<file path="config.mk">
export PLATFORM = sky130hd
export DESIGN_NAME = stdout_uart_tx
export DESIGN_NICKNAME = d
export VERILOG_FILES = /design/src/rtl/stdout_uart_tx.sv
export SDC_FILE = /design/constraint.sdc
export NUM_CORES = 1
export LEC_CHECK = 0
export CAP_MARGIN = 15
export CORE_UTILIZATION = 30
export DETAILED_ROUTE_END_ITERATION = 10
export GPL_ROUTABILITY_DRIVEN = 1
export PLACE_DENSITY = 0.46
export SYNTH_ARGS = -nofsm -noshare
export SYNTH_HDL_FRONTEND = slang
export SYNTH_SLANG_ARGS = --single-unit
</file>
<file path="constraint.sdc">
create_clock -name clk -period 5 [get_ports clk]
set_input_delay 1.5 -clock clk [delete_from_list [all_inputs] [get_ports clk]]
set_output_delay 1.5 -clock clk [all_outputs]
set_load 0.05 [all_outputs]
</file>
<file path="src/rtl/stdout_uart_tx.sv">
// Captures stdout strobe bytes into a FIFO and serialises them as UART frames on tx.
// Define STDOUT_UART_PARITY_EN to insert an even-parity bit between the data and the stop bit.
//
// state  | meaning
// IDLE   | line high, waiting for a queued byte
// START  | start bit (low)
// DATA   | eight data bits, LSB first
// PARITY | even parity of the data byte (STDOUT_UART_PARITY_EN only)
// STOP   | stop bit (high); chains straight into the next START if a byte is queued
module stdout_uart_tx #(
   parameter int CLKS_PER_BIT = 104,
   parameter int DEPTH_LOG2   = 4
) (
   input  logic                  clk,
   input  logic                  reset,
   input  logic [7:0]            stdout,
   input  logic                  stdout_en,
   output logic                  tx,
   output logic                  busy,
   output logic [DEPTH_LOG2:0]   fifo_count,
   output logic                  overflow
);

   localparam int                DEPTH    = 1 << DEPTH_LOG2;
   localparam logic [15:0]       BIT_LAST = 16'(CLKS_PER_BIT - 1);
   localparam logic [DEPTH_LOG2:0] FULL_CNT = (DEPTH_LOG2 + 1)'(DEPTH);

`ifdef STDOUT_UART_PARITY_EN
   typedef enum logic [2:0] {IDLE, START, DATA, PARITY, STOP} state_t;
`else
   typedef enum logic [1:0] {IDLE, START, DATA, STOP} state_t;
`endif

   state_t                state;
   logic [15:0]           bit_timer;
   logic [2:0]            bit_idx;
   logic [7:0]            shift;
`ifdef STDOUT_UART_PARITY_EN
   logic                  parity;
`endif

   logic                  en_q;
   logic [7:0]            mem [DEPTH];
   logic [DEPTH_LOG2-1:0] wr_ptr;
   logic [DEPTH_LOG2-1:0] rd_ptr;

   logic                  capture;
   logic                  bit_done;
   logic                  fifo_full;
   logic                  fifo_nonempty;
   logic                  pop;
   logic                  push;

   assign capture       = stdout_en & ~en_q;
   assign bit_done      = (bit_timer == BIT_LAST);
   assign fifo_full     = (fifo_count == FULL_CNT);
   assign fifo_nonempty = (fifo_count != '0);
   assign pop           = fifo_nonempty && ((state == IDLE) || ((state == STOP) && bit_done));
   // A full FIFO still accepts a byte when a slot is freed in the same cycle.
   assign push          = capture && (!fifo_full || pop);
   assign busy          = (state != IDLE) || fifo_nonempty;

   always_ff @(posedge clk) begin
      if (reset) begin
         en_q       <= 1'b1;
         wr_ptr     <= '0;
         rd_ptr     <= '0;
         fifo_count <= '0;
         overflow   <= 1'b0;
      end else begin
         en_q <= stdout_en;
         if (push) wr_ptr <= wr_ptr + 1'b1;
         if (pop)  rd_ptr <= rd_ptr + 1'b1;
         if (push && !pop)
            fifo_count <= fifo_count + 1'b1;
         else if (pop && !push)
            fifo_count <= fifo_count - 1'b1;
         if (capture && !push) overflow <= 1'b1;
      end
   end

   always_ff @(posedge clk) begin
      if (push) mem[wr_ptr] <= stdout;
   end

   always_ff @(posedge clk) begin
      if (reset) begin
         state     <= IDLE;
         tx        <= 1'b1;
         bit_timer <= '0;
         bit_idx   <= '0;
         shift     <= '0;
`ifdef STDOUT_UART_PARITY_EN
         parity    <= 1'b0;
`endif
      end else begin
         case (state)
            IDLE: begin
               tx        <= 1'b1;
               bit_timer <= '0;
               if (pop) begin
                  shift  <= mem[rd_ptr];
`ifdef STDOUT_UART_PARITY_EN
                  parity <= ^mem[rd_ptr];
`endif
                  tx     <= 1'b0;
                  state  <= START;
               end
            end
            START: begin
               if (bit_done) begin
                  bit_timer <= '0;
                  bit_idx   <= '0;
                  tx        <= shift[0];
                  state     <= DATA;
               end else begin
                  bit_timer <= bit_timer + 16'd1;
               end
            end
            DATA: begin
               if (bit_done) begin
                  bit_timer <= '0;
                  if (bit_idx == 3'd7) begin
`ifdef STDOUT_UART_PARITY_EN
                     tx    <= parity;
                     state <= PARITY;
`else
                     tx    <= 1'b1;
                     state <= STOP;
`endif
                  end else begin
                     bit_idx <= bit_idx + 3'd1;
                     shift   <= shift >> 1;
                     tx      <= shift[1];
                  end
               end else begin
                  bit_timer <= bit_timer + 16'd1;
               end
            end
`ifdef STDOUT_UART_PARITY_EN
            PARITY: begin
               if (bit_done) begin
                  bit_timer <= '0;
                  tx        <= 1'b1;
                  state     <= STOP;
               end else begin
                  bit_timer <= bit_timer + 16'd1;
               end
            end
`endif
            STOP: begin
               if (bit_done) begin
                  bit_timer <= '0;
                  if (pop) begin
                     shift  <= mem[rd_ptr];
`ifdef STDOUT_UART_PARITY_EN
                     parity <= ^mem[rd_ptr];
`endif
                     tx     <= 1'b0;
                     state  <= START;
                  end else begin
                     tx    <= 1'b1;
                     state <= IDLE;
                  end
               end else begin
                  bit_timer <= bit_timer + 16'd1;
               end
            end
            default: begin
               tx    <= 1'b1;
               state <= IDLE;
            end
         endcase
      end
   end

endmodule

</file>
==> metrics.md <==
| Metric | Value |
|---|---|
| Pleak | `2.82 nW` |
| Nets | `589` |
| Clk sink count | `177` |
| Post-synthesis adder-cell area fraction | `3.30%` |
| Ys Warns | `0` |
| Met2 Resource Use GR | `21.8%` |
| WL per Instance | `18.0 um` |
| Area Overhead vs Synth | `16.3%` |
| Synth async-reset ratio | `0%` |
| Global-route wire length before repair | `25600 um` |
| Number of cells on the worst reg-to-reg path | `13` |
| Vias in the first global route | `4434` |
| Met1 GRT Util | `18.2%` |
| GPL Wtd Cong | `0.749` |
| Final Cell Area | `8650 um2` |
| Antenna Cells | `0` |
| Max transition margin | `32.6%` |
| Critical path launch point type | `register` |
| Core ar. | `24300 um2` |
| Multi-input logic area | `2420 um2` |
| Die height | `159 um` |
| Post-synthesis compound-gate area fraction | `6.60%` |
| Crit end category | `register` |
| Worst hold path type | `register to register` |
| Place WS | `0.613 ns` |
| Postcts setup bufs | `0` |
| Synthesized area per cell | `14.0 um2` |
| Clock Path Buffers | `2` |
| Setup TNS | `0 ns` |
| Proportion of synthesized area in mux cells | `10.4%` |
| Row count | `57` |
| Die area | `25400 um2` |
| WL final | `16100 um` |
| CTS resizes | `0` |
| DR DRC count | `0` |
| Hold path cells | `2` |
| RSZ-0062 raised after global routing | `no` |
| Fin crit period | `4.04 ns` |
| Syn nets | `561` |
| Pin count of the biggest net entering global routing | `39` |
| Gr busiest metal | `met2` |
| Synthesized area | `7440 um2` |
| Vias per cell | `4.76` |
| Area share of and/or/nand/nor cells after synthesis | `10.4%` |
| Initial DRC count | `295` |
| Number of synthesized flops with an enable pin | `128` |
| Post-Syn Instances | `531` |
| Clk_skew | `0.0203 ns` |
| Fraction of layout cells with a size suffix above 1 | `17.7%` |
| Synth cell types | `58` |
| WS Path Type | `register to register` |
| Status | `completed` |
| Slew @ Worst Pin | `1.01 ns` |
| Pins Over Slew Limit | `0` |
| Max Cap Viol | `0` |
| Detailed Routing Iterations Pass 1 | `6` |
| Final hold vios | `0` |
| CP Max Fanout | `10` |
| Cell Area, Placed | `8020 um2` |
| Setup violators final | `0` |
| Cts hold-fix bufs | `0` |
| Starting Density | `30.6%` |
| Filler Cell Count | `2334` |
| Post-Synth XOR/XNOR Area | `1.88%` |
| Post-route clock period utilization | `80.9%` |
| Routed Antenna Nets | `0` |
| Req. time, crit path | `5.31 ns` |
| Die width | `159 um` |
| F_max | `247 MHz` |
| Detail Placement HPWL | `10500 um` |
| Top-Level Pins | `19` |
| Final setup margin | `0.956 ns` |
| TritonCTS Buffers | `17` |
| Crit path DAT | `4.36 ns` |
| GRT met3 Usage | `2.81%` |
| H-tree depth | `4` |
| Total Routing Usage GR | `13.5%` |
| Clock Latency Late Sink | `0.43 ns` |
| # port buffers | `18` |
| Post-synthesis sequential area ratio | `64.9%` |
| #FFs+latches synth | `177` |
| DR vias | `4261` |
| Initial antenna violation count | `0` |
| Power, Total | `4.24 mW` |
| Pwr Density | `491 nW/um2` |
| Grt ovf | `0` |
| Sequential Area | `4820 um2` |
| Main synth FF type | `edfxtp_1` |
| Hold Slack | `0.460 ns` |
| VDD IR max | `0.253 mV` |
| Worst-path clk slew | `0.07 ns` |
| Largest family of logic cells by synthesized area | `multiplexers` |
| TritonCTS clock tree | `yes` |
| Clk root buf | `clkbuf_16` |
[where the power goes]
part           internal (mW)  total, mW  switching (mW)
sequential              1.65       1.73          0.0807
combinational          0.494       1.15           0.651
clock                  0.726       1.37           0.643
total                   2.87       4.24            1.37
[Yosys cell counts, types with 2 or more instances]
| master | instances | area share (%) |
|---|---|---|
| xor2_1 | 8 | 0.94 |
| mux4_2 | 21 | 6.4 |
| or3_1 | 2 | 0.17 |
| dfxtp_1 | 49 | 13 |
| o21a_1 | 2 | 0.20 |
| or2_2 | 5 | 0.42 |
| buf_1 | 7 | 0.35 |
| inv_1 | 23 | 1.2 |
| mux2i_1 | 6 | 0.81 |
| or3b_2 | 2 | 0.24 |
| o21ai_0 | 12 | 0.81 |
| nor3_1 | 16 | 1.1 |
| nor2b_1 | 9 | 0.76 |
| a221oi_1 | 3 | 0.35 |
| o32ai_1 | 5 | 0.59 |
| nor4_1 | 2 | 0.17 |
| a31oi_1 | 2 | 0.17 |
| a21oi_1 | 19 | 1.3 |
| nand4_1 | 3 | 0.25 |
| nand2b_1 | 8 | 0.67 |
| edfxtp_1 | 128 | 52 |
| clkbuf_1 | 11 | 0.56 |
| buf_2 | 5 | 0.34 |
| nand2_1 | 22 | 1.1 |
| o22ai_1 | 5 | 0.42 |
| nand3b_1 | 2 | 0.20 |
| xnor2_1 | 8 | 0.94 |
| a2111oi_0 | 5 | 0.59 |
| a222oi_1 | 2 | 0.27 |
| nand3_1 | 15 | 1.0 |
| or4_1 | 3 | 0.30 |
| ha_1 | 18 | 3.0 |
| a211oi_1 | 7 | 0.71 |
| nor2_1 | 54 | 2.7 |
| mux2_2 | 19 | 2.9 |
[layout make-up]
| type | instances | area share, % |
|---|---|---|
| flip-flops and latches | 177 | 55.8 |
| multi-input cells | 307 | 28.0 |
| clock buffers | 18 | 4.96 |
| well taps | 324 | 4.69 |
| repair buffers | 33 | 3.39 |
| clock inverters | 14 | 2.16 |
| inverters | 23 | 0.999 |
[cells by family after synthesis]
group	after synthesis
flops	177
fa+ha+maj	19
buf+inv	47
compound gates	72
simple gates	152
xor+xnor	16
mux	48
[worst max-delay path: stages, from the launching register on]
cell	delay, ns
dfxtp_1	0.38
ha_1	0.26
or3b_2	0.49
nor4_4	0.52
a21o_2	0.29
and2_1	0.19
ha_1	0.24
inv_1	0.10
ha_1	0.31
nor2b_1	0.16
o21a_1	0.18
or3_1	0.30
a21oi_1	0.17
mux2_2	0.34
[worst paths after layout]
| check | slack (ns) | start | to |
|---|---|---|---|
| setup / recovery | 0.96 | bit_timer[0] | fifo_count[4] |
| hold / removal | 0.46 | shift[5] | shift[5] |
| hold reg to reg | 0.46 | shift[5] | shift[5] |
| setup reg to reg | 0.96 | bit_timer[0] | fifo_count[4] |
[per-stage QoR]
step	instances	util (%)
after floorplan	531	-
after global placement	863	33.0
after detailed placement	863	33.0
after CTS	895	35.5
after global routing	896	35.6
final	896	35.6
[placed cells by master (no fill, tap or decap), types with 4 or more instances in the layout]
cell             count
edfxtp_1           128
nor2_1              54
dfxtp_1             49
inv_1               23
nand2_1             22
mux4_2              21
a21oi_1             19
mux2_2              19
ha_1                18
clkdlybuf4s50_1     18
clkbuf_16           17
nor3_1              16
nand3_1             15
buf_4               15
o21ai_0             12
nor2b_1              9
nand2b_1             8
xnor2_1              8
xor2_1               8
a211oi_1             7
mux2i_1              6
or2_2                5
o32ai_1              5
o22ai_1              5
a2111oi_0            5
inv_8                5
clkinv_8             4
[state kept, by name (all words and copies together) (netlist names), 2 cells and up, named ones only]
signal / count
shift: 8
rd_ptr: 4
wr_ptr: 4
bit_timer: 16
mem: 128
state: 2
fifo_count: 5
bit_idx: 3
[routing by layer]
layer / share of wire, % / vias to the layer above
li1: - / 2051
met1: 48 / 2141
met2: 48 / 62
met3: 3.5 / 7
met4: 0.53 / 0
met5: 0 / -
(Power assumes the default switching activity.)
